## src/rtl/regfile_pkg.sv

```systemverilog
// Shared constants for the multi-port register file: default geometry and
// the soft-clear sequencer state encoding.
package regfile_pkg;

  localparam int DEF_DATA_W = 32;
  localparam int DEF_ADDR_W = 5;
  localparam int DEF_NUM_RD = 2;

  localparam logic [0:0] ST_IDLE  = 1'b0;
  localparam logic [0:0] ST_CLEAR = 1'b1;

endpackage

```

## src/rtl/regfile_mp_if.sv

```systemverilog
// Bus bundle between issue/writeback (master) and the register file (slave).
interface regfile_mp_if
  import regfile_pkg::*;
#(
  parameter int DATA_W = DEF_DATA_W,
  parameter int ADDR_W = DEF_ADDR_W,
  parameter int NUM_RD = DEF_NUM_RD
);

  logic [NUM_RD*ADDR_W-1:0] rd_addr;
  logic [NUM_RD*DATA_W-1:0] rd_data;
  logic [NUM_RD-1:0]        rd_pending;
  logic                     wr_en;
  logic [ADDR_W-1:0]        wr_addr;
  logic [DATA_W-1:0]        wr_data;
  logic                     rsv_en;
  logic [ADDR_W-1:0]        rsv_addr;
  logic                     clr_req;
  logic                     busy;

  modport master (
    output rd_addr, wr_en, wr_addr, wr_data, rsv_en, rsv_addr, clr_req,
    input  rd_data, rd_pending, busy
  );

  modport slave (
    input  rd_addr, wr_en, wr_addr, wr_data, rsv_en, rsv_addr, clr_req,
    output rd_data, rd_pending, busy
  );

endinterface

```

## src/rtl/regfile_clear_seq.sv

```systemverilog
// Soft-clear sequencer: walks an index over every entry, one per cycle,
// and holds busy high for the whole sweep.
module regfile_clear_seq
  import regfile_pkg::*;
#(
  parameter int ADDR_W = DEF_ADDR_W
) (
  input  logic              clk,
  input  logic              reset,
  input  logic              clr_req_i,
  output logic              busy_o,
  output logic              clr_we_o,
  output logic [ADDR_W-1:0] clr_idx_o
);

  logic [0:0]        state_q, state_d;
  logic [ADDR_W-1:0] idx_q, idx_d;

  // Last entry is the all-ones index, so the sweep ends when idx saturates.
  always_comb begin
    state_d = state_q;
    idx_d   = idx_q;
    case (state_q)
      ST_IDLE: begin
        if (clr_req_i) begin
          state_d = ST_CLEAR;
          idx_d   = '0;
        end
      end
      ST_CLEAR: begin
        idx_d = idx_q + 1'b1;
        if (&idx_q) begin
          state_d = ST_IDLE;
        end
      end
      default: begin
        state_d = ST_IDLE;
        idx_d   = '0;
      end
    endcase
  end

  always_ff @(posedge clk or posedge reset) begin
    if (reset) begin
      state_q <= ST_IDLE;
      idx_q   <= '0;
    end else begin
      state_q <= state_d;
      idx_q   <= idx_d;
    end
  end

  assign busy_o    = (state_q == ST_CLEAR);
  assign clr_we_o  = (state_q == ST_CLEAR);
  assign clr_idx_o = idx_q;

endmodule

```

## src/rtl/regfile_mp.sv

```systemverilog
// Multi-read-port register file with optional zero register, write bypass,
// per-entry pending scoreboard and a sequenced soft clear.
module regfile_mp
  import regfile_pkg::*;
#(
  parameter int DATA_W   = DEF_DATA_W,
  parameter int ADDR_W   = DEF_ADDR_W,
  parameter int NUM_RD   = DEF_NUM_RD,
  parameter bit ZERO_REG = 1'b1,
  parameter bit BYPASS   = 1'b1
) (
  input logic         clk,
  input logic         reset,
  regfile_mp_if.slave bus
);

  localparam int DEPTH = 1 << ADDR_W;

  logic [DATA_W-1:0] mem_q [DEPTH];
  logic [DATA_W-1:0] mem_d [DEPTH];
  logic [DEPTH-1:0]  pending_q, pending_d;

  logic              busy;
  logic              clrWe;
  logic [ADDR_W-1:0] clrIdx;
  logic              wrAccept;
  logic              rsvAccept;

  regfile_clear_seq #(
    .ADDR_W (ADDR_W)
  ) u_clear_seq (
    .clk       (clk),
    .reset     (reset),
    .clr_req_i (bus.clr_req),
    .busy_o    (busy),
    .clr_we_o  (clrWe),
    .clr_idx_o (clrIdx)
  );

  assign wrAccept  = bus.wr_en && !busy && !(ZERO_REG && (bus.wr_addr == '0));
  assign rsvAccept = bus.rsv_en && !busy && !(ZERO_REG && (bus.rsv_addr == '0));

  // Reserve is applied after the write so a new producer keeps the entry pending.
  always_comb begin
    mem_d     = mem_q;
    pending_d = pending_q;
    if (clrWe) begin
      mem_d[clrIdx]     = '0;
      pending_d[clrIdx] = 1'b0;
    end else begin
      if (wrAccept) begin
        mem_d[bus.wr_addr]     = bus.wr_data;
        pending_d[bus.wr_addr] = 1'b0;
      end
      if (rsvAccept) begin
        pending_d[bus.rsv_addr] = 1'b1;
      end
    end
  end

  always_ff @(posedge clk or posedge reset) begin
    if (reset) begin
      for (int i = 0; i < DEPTH; i++) begin
        mem_q[i] <= '0;
      end
      pending_q <= '0;
    end else begin
      mem_q     <= mem_d;
      pending_q <= pending_d;
    end
  end

  logic [NUM_RD*DATA_W-1:0] rdData;
  logic [NUM_RD-1:0]        rdPend;
  logic [ADDR_W-1:0]        rdAddr;

  // Zero register outranks bypass so a dropped write to entry 0 never leaks.
  always_comb begin
    rdData = '0;
    rdPend = '0;
    rdAddr = '0;
    for (int p = 0; p < NUM_RD; p++) begin
      rdAddr = bus.rd_addr[p*ADDR_W +: ADDR_W];
      if (busy) begin
        rdData[p*DATA_W +: DATA_W] = '0;
        rdPend[p]                  = 1'b0;
      end else if (ZERO_REG && (rdAddr == '0)) begin
        rdData[p*DATA_W +: DATA_W] = '0;
        rdPend[p]                  = 1'b0;
      end else if (BYPASS && bus.wr_en && (bus.wr_addr == rdAddr)) begin
        rdData[p*DATA_W +: DATA_W] = bus.wr_data;
        rdPend[p]                  = 1'b0;
      end else begin
        rdData[p*DATA_W +: DATA_W] = mem_q[rdAddr];
        rdPend[p]                  = pending_q[rdAddr];
      end
    end
  end

  assign bus.rd_data    = rdData;
  assign bus.rd_pending = rdPend;
  assign bus.busy       = busy;

endmodule

```

## src/flat_wrapper.sv

```systemverilog
// flat-port wrapper written by rule: the top's interface ports become plain ports
module regfile_mp_flat import regfile_pkg::*;
#(
  parameter int DATA_W   = DEF_DATA_W,
  parameter int ADDR_W   = DEF_ADDR_W,
  parameter int NUM_RD   = DEF_NUM_RD,
  parameter bit ZERO_REG = 1'b1,
  parameter bit BYPASS   = 1'b1
)
  (clk, reset, bus_rd_addr, bus_wr_en, bus_wr_addr, bus_wr_data, bus_rsv_en, bus_rsv_addr, bus_clr_req, bus_rd_data, bus_rd_pending, bus_busy);
  regfile_mp_if #(.DATA_W(DATA_W), .ADDR_W(ADDR_W), .NUM_RD(NUM_RD)) bus_i ();
  input logic clk;
  input logic reset;
  input wire logic [$bits(bus_i.rd_addr)-1:0] bus_rd_addr;
  input wire logic [$bits(bus_i.wr_en)-1:0] bus_wr_en;
  input wire logic [$bits(bus_i.wr_addr)-1:0] bus_wr_addr;
  input wire logic [$bits(bus_i.wr_data)-1:0] bus_wr_data;
  input wire logic [$bits(bus_i.rsv_en)-1:0] bus_rsv_en;
  input wire logic [$bits(bus_i.rsv_addr)-1:0] bus_rsv_addr;
  input wire logic [$bits(bus_i.clr_req)-1:0] bus_clr_req;
  output wire logic [$bits(bus_i.rd_data)-1:0] bus_rd_data;
  output wire logic [$bits(bus_i.rd_pending)-1:0] bus_rd_pending;
  output wire logic [$bits(bus_i.busy)-1:0] bus_busy;
  assign bus_i.rd_addr = bus_rd_addr;
  assign bus_i.wr_en = bus_wr_en;
  assign bus_i.wr_addr = bus_wr_addr;
  assign bus_i.wr_data = bus_wr_data;
  assign bus_i.rsv_en = bus_rsv_en;
  assign bus_i.rsv_addr = bus_rsv_addr;
  assign bus_i.clr_req = bus_clr_req;
  assign bus_rd_data = bus_i.rd_data;
  assign bus_rd_pending = bus_i.rd_pending;
  assign bus_busy = bus_i.busy;
  regfile_mp #(.DATA_W(DATA_W), .ADDR_W(ADDR_W), .NUM_RD(NUM_RD), .ZERO_REG(ZERO_REG), .BYPASS(BYPASS)) u_core (.clk(clk), .reset(reset), .bus(bus_i));
endmodule
```

## config.mk

```make
export PLATFORM = sky130hd
export DESIGN_NAME = regfile_mp_flat
export DESIGN_NICKNAME = d
export VERILOG_FILES = /design/src/rtl/regfile_pkg.sv /design/src/rtl/regfile_mp_if.sv /design/src/rtl/regfile_clear_seq.sv /design/src/rtl/regfile_mp.sv /design/src/flat_wrapper.sv
export SDC_FILE = /design/constraint.sdc
export NUM_CORES = 2
export LEC_CHECK = 0
export CAP_MARGIN = 20
export CORE_MARGIN = 2
export CORE_UTILIZATION = 50
export CTS_CLUSTER_SIZE = 12
export DETAILED_ROUTE_END_ITERATION = 12
export MAX_ROUTING_LAYER = met4
export PLACE_DENSITY_LB_ADDON = 0.12
export SETUP_SLACK_MARGIN = 0.1
export SLEW_MARGIN = 15
export SYNTH_ARGS = -nofsm -noshare
export SYNTH_HDL_FRONTEND = slang
export SYNTH_HIERARCHICAL = 1
export SYNTH_SLANG_ARGS = --single-unit
export TNS_END_PERCENT = 50
```

## constraint.sdc

```tcl
create_clock -name clk -period 40.9 [get_ports clk]
set_input_delay 8.18 -clock clk [delete_from_list [all_inputs] [get_ports clk]]
set_output_delay 8.18 -clock clk [all_outputs]
set_load 0.02 [all_outputs]
```

======== After elaboration in Yosys (flattened, before gate mapping) ========
Cells that the tools add are included.
word-level totals
  register bits after elaboration ......... 1062
  input bits .............................. 57
  output and inout bits ................... 67
  logic and storage cells ................. 129
operators by class
  add/subtract/negate cells ............... 1
  order comparisons ....................... 14
  equality and inequality tests ........... 3
  muxes and demuxes ....................... 44
  bitwise logic cells ..................... 12
  reduce and logical (&&, ||, !) cells .... 20
operators by type and width
  operator                                                                              count
  1024-bit 2-to-1 mux                                                                   2
  1024-bit bitwise AND                                                                  1
  1024-bit bitwise mux                                                                  1
  1024-bit NOT                                                                          1
  32-bit 2-to-1 mux                                                                     16
  32-bit binary-select mux with 5-bit select                                            2
  32-bit demux with 5-bit select                                                        2
  32-bit bitwise AND                                                                    2
  32-bit NOT                                                                            2
  32-bit OR                                                                             1
  5-bit by 6-bit less-than comparator with 1-bit output (second input constant)         5
  6-bit greater-or-equal comparator (second input constant)                             4
  5-bit NOT with 6-bit output                                                           4
  5-bit logical NOT                                                                     4
  1-bit demux with 5-bit select                                                         3
  5-bit by 1-bit greater-or-equal comparator with 1-bit output (second input constant)  3
  1-bit 2-to-1 mux                                                                      13
  6-bit by 1-bit less-than comparator with 1-bit output (second input constant)         2
  1-bit logical AND                                                                     11
  1-bit binary-select mux with 5-bit select                                             2
  5-bit equality test                                                                   2
  5-bit case mux with 2 select lines                                                    1
  5-bit by 1-bit adder with 5-bit output (second input constant)                        1
  5-bit 2-to-1 mux                                                                      1
  other kinds (6)                                                                       8

======== Longest topological paths before layout ========
  word-level depth ........................ 11
  gate-level depth with buffers ........... 10

======== Hierarchy ========
Netlist, hierarchy kept.
modules (own cells, without submodules)
  module             instances  cells an instance  area each (um^2)  sequential area each (um^2)
  regfile_mp         1          4447               56223.9           26425.3
  regfile_clear_seq  1          27                 301.5             150.1

======== Least setup slack after synthesis ========
Ideal clock, no wire load.
  path type ............................... input to output
  start ................................... in bus_rd_addr[0]
  end ..................................... out bus_rd_data[21]
  arrival time ............................ 10.009 ns
  required time ........................... 32.720 ns
  slack ................................... 22.711 ns
  stages on the path ...................... 8
  path buffers ............................ 4
  cell sequence ........................... buf_2 buf_2 buf_6 buf_2 mux4_2 o22ai_1 nor3_1 o32a_1
between the ends
  cells in the longest elaborated chain, start to end .. 7
ends and longest elaborated chain
  element                                               RTL line            text
  from (decl)                                           flat_wrapper.sv:14  input wire logic [$bits(bus_i.rd_addr)-1:0] bus_rd_addr;
  5-bit NOT with 6-bit output (not written as such)     regfile_mp.sv:94    rdData[p*DATA_W +: DATA_W] = mem_q[rdAddr];
  32-bit binary-select mux with 5-bit select            regfile_mp.sv:94
  32-bit 2-to-1 mux (not written as such) (2 in a row)  regfile_mp.sv:94
  32-bit 2-to-1 mux                                     regfile_mp.sv:90    end else if (BYPASS && bus.wr_en && (bus.wr_addr == rdAddr)) begin
  32-bit 2-to-1 mux *                                   regfile_mp.sv:87    end else if (ZERO_REG && (rdAddr == '0)) begin
  32-bit 2-to-1 mux *                                   regfile_mp.sv:84    if (busy) begin
  to (decl)                                             flat_wrapper.sv:21  output wire logic [$bits(bus_i.rd_data)-1:0] bus_rd_data;
Every way passes the cells marked *; elsewhere a longest branch is shown, timed or not. The select of a mux whose other input is x is not followed.

======== Final worst setup path ========
  start ................................... in bus_rd_addr[2]
  end ..................................... out bus_rd_data[5]
The elaborated chain is that of the path after synthesis.

==> metrics.txt <==
pwr dens=43.1 mW/mm^2; flop2flop setup slack=37.38 ns; largest net degree at the start of global routing=161; Clock Path Buffers=3; Final ANT Viol Nets=0; wire length per cell=38.6 um; Synth Instances=4474; fin crit period=21.13 ns; Vias per Instance=7.62; Final HPWL DP=129 mm; Die Width=340 um; Yosys cell types=76; Core Footprint=0.112 sq mm; hold_buf cts=0; RD Place Congestion=0.909; Critical R2R Launch=u_core/u_clear_seq/busy_o; CTS tree=yes; Critical Path End Type=output port; status=completed; Slowest-stage cell, CP=nor3_1; ranking of synthesized cells by area=dfrtp_1, mux4_2, a22o_1; max incr delay on CP=0.98 ns; cell area after synthesis=0.0565 sq mm; crit path kind=input pin to output port; hold path start=u_core/mem_q[1010]; DRT iter0 DRCs=6346; HP Class=register to register; Lkg Pwr=27.1 nW; Worst Max-Slew Pin Slew=1.18 ns; crit-path max FO=46; CTS clk-pin slew, worst paths=0.06 ns; Seq cells post-synth=1062; Post-synth EDFFs=0; Root Buffer=clkbuf_16; Num CTS Buffers=116; placed insts=5680; Synth Flop Type=dfrtp_1; final WL=228 mm; sequential fraction of the synthesis area=0.470; Post-CTS Setup Repair Bufs=0; Max rail drop VDD=0.0000445 V; final hold viol count=0; WHS Path Cells=1; syn_area_per_cell=12.6 sq um; Final nets=4359; Required @ worst endpoint=32.72 ns; Num Clock Sinks=1062; Layout Cells excl Fill=5900; setup TNS=0 ns; Commonest cells post-synth=dfrtp_1, a22o_1, mux4_2; most common cell in the netlist=dfrtp_1; Synth area leader=dfrtp_1; die area=0.116 sq mm; Warnings, synthesis=6; Hold Slack=0.512 ns; Worst Reg-to-Reg Cells=6; syn_nets=4533; worst path cell trace=buf_6 > buf_4 > buf_4 > or2_2 > o31ai_4 > buf_4 > nor3_1 > o32a_1 > clkdlybuf4s50_1; CP bufs+invs=5; # setup viols final=0; Layout area overhead=11.3%; Max Fclk=47.3 MHz; share of cells above drive strength 1=0.199; I/O Pins=124; most used cell, CP=buf_4; # DRC=0; top cell type's share of synthesized area=0.470; Max-slew headroom=0.188; Worst R2R End=u_core/mem_q[214]; overall via count from detail_route=45000; Remaining Overflow, GRT=0; period utilisation layout=0.517; initial antenna violation count=7; Starting Density=0.503; TritonRoute pass-1 iters=6; Die Ht=340 um; Crit path arrival time=12.95 ns; total track usage=0.406; post_cts resized=0; Hold EP=u_core/mem_q[1010]; # Max-Cap Violations=0; Synth async-reset ratio=1.00; number of cell rows=123; port bufs=123; CP delay by family, top=buffers and inverters; first-pass GRT wire length=330 mm; clk_lat worst skew=0.75 ns; number of global-route vias before repair=44800; max-slew violation count=0; Max H-tree Level=3; RSZ-0062 raised after global routing=no; clk_skew=0.0236 ns; Setup crit start kind=input pin
-- per-layer routing --
layer	share of wire	wire, um	vias up	global-route usage
li1	-	-	17400	-
met4	0.063	14300	0	0.208
met3	0.13	29900	784	0.120
met5	0	0	-	-
met1	0.38	85900	23300	0.544
met2	0.43	97600	3532	0.561
-- cell type report --
cell class | count | area, sq um
Inverter | 6 | 30.0
Tap cell | 1500 | 1880
Clock buffer | 170 | 3330
Fill cell | 9221 | 49400
Antenna cell | 4 | 10.0
Multi-Input combinational cell | 2829 | 28000
Sequential cell | 1062 | 26600
Timing Repair Buffer | 285 | 2550
Clock inverter | 44 | 587
-- logic make-up after synthesis --
logic type / Yosys count / share of synthesized area
AO/OA/AOI/OAI: 1546 / 0.217
flip-flops: 1062 / 0.470
multiplexers: 654 / 0.210
AND/OR/NAND/NOR: 617 / 0.0555
buffers and inverters: 583 / 0.0453
XOR/XNOR: 10 / 0.00155
adder cells (fa/ha/maj): 2 / 0.000443
-- layout by cell type, fill, tap and decap left out, types with 24 or more instances in the layout --
cell,netlist,layout
a211oi_1,97,96
a21oi_1,69,50
a22o_1,913,913
a31oi_1,40,37
and2_1,40,39
buf_4,35,157
clkbuf_1,317,34
clkbuf_16,0,118
clkdlybuf4s50_1,0,114
clkinv_2,0,24
dfrtp_1,1062,1061
mux2i_1,222,222
mux4_2,425,425
nand2_1,245,245
nor2_1,70,60
nor2b_1,88,87
nor3_1,57,54
o21ai_0,128,128
o22a_1,28,28
o22ai_1,130,130
o32a_1,52,52
-- power breakdown --
| part | total [mW] | internal (mW) | switching (mW) |
|---|---|---|---|
| Combinational | 0.451 | 0.135 | 0.316 |
| Sequential | 1.16 | 1.11 | 0.0550 |
| Clock | 1.10 | 0.643 | 0.456 |
-- worst max path at each step --
stage                              start         endpoint  slack, ns  cells after the start
after floorplan                    reset  u_core/mem_q[0]       3.00                      1
after global placement    bus_rd_addr[2]  bus_rd_data[13]      20.07                      8
after detailed placement  bus_rd_addr[2]  bus_rd_data[13]      20.04                      9
after CTS                 bus_rd_addr[2]  bus_rd_data[13]      20.03                      8
after global routing      bus_rd_addr[2]   bus_rd_data[5]      19.84                      9
final                     bus_rd_addr[2]   bus_rd_data[5]      19.77                      9
-- through the flow --
step                      setup WS [ns]  area, sq um  utilization  total power [mW]
after global routing              19.84        62900        0.560              2.79
after global placement            20.07        58900        0.524              1.61
after detailed placement          20.04        58900        0.525              1.61
after floorplan                    3.00        56500            -              1.42
final                             19.77        62900        0.560              2.71
after CTS                         20.03        62900        0.560              2.70
-- sequential cells by signal, indices dropped and copies added (netlist names) --
signal / cells
u_core/u_clear_seq/busy_o: 1
u_core/mem_q: 1024
u_core/pending_q: 32
u_core/u_clear_seq/clr_idx_o: 5
Power figures use the tool's default switching activity.
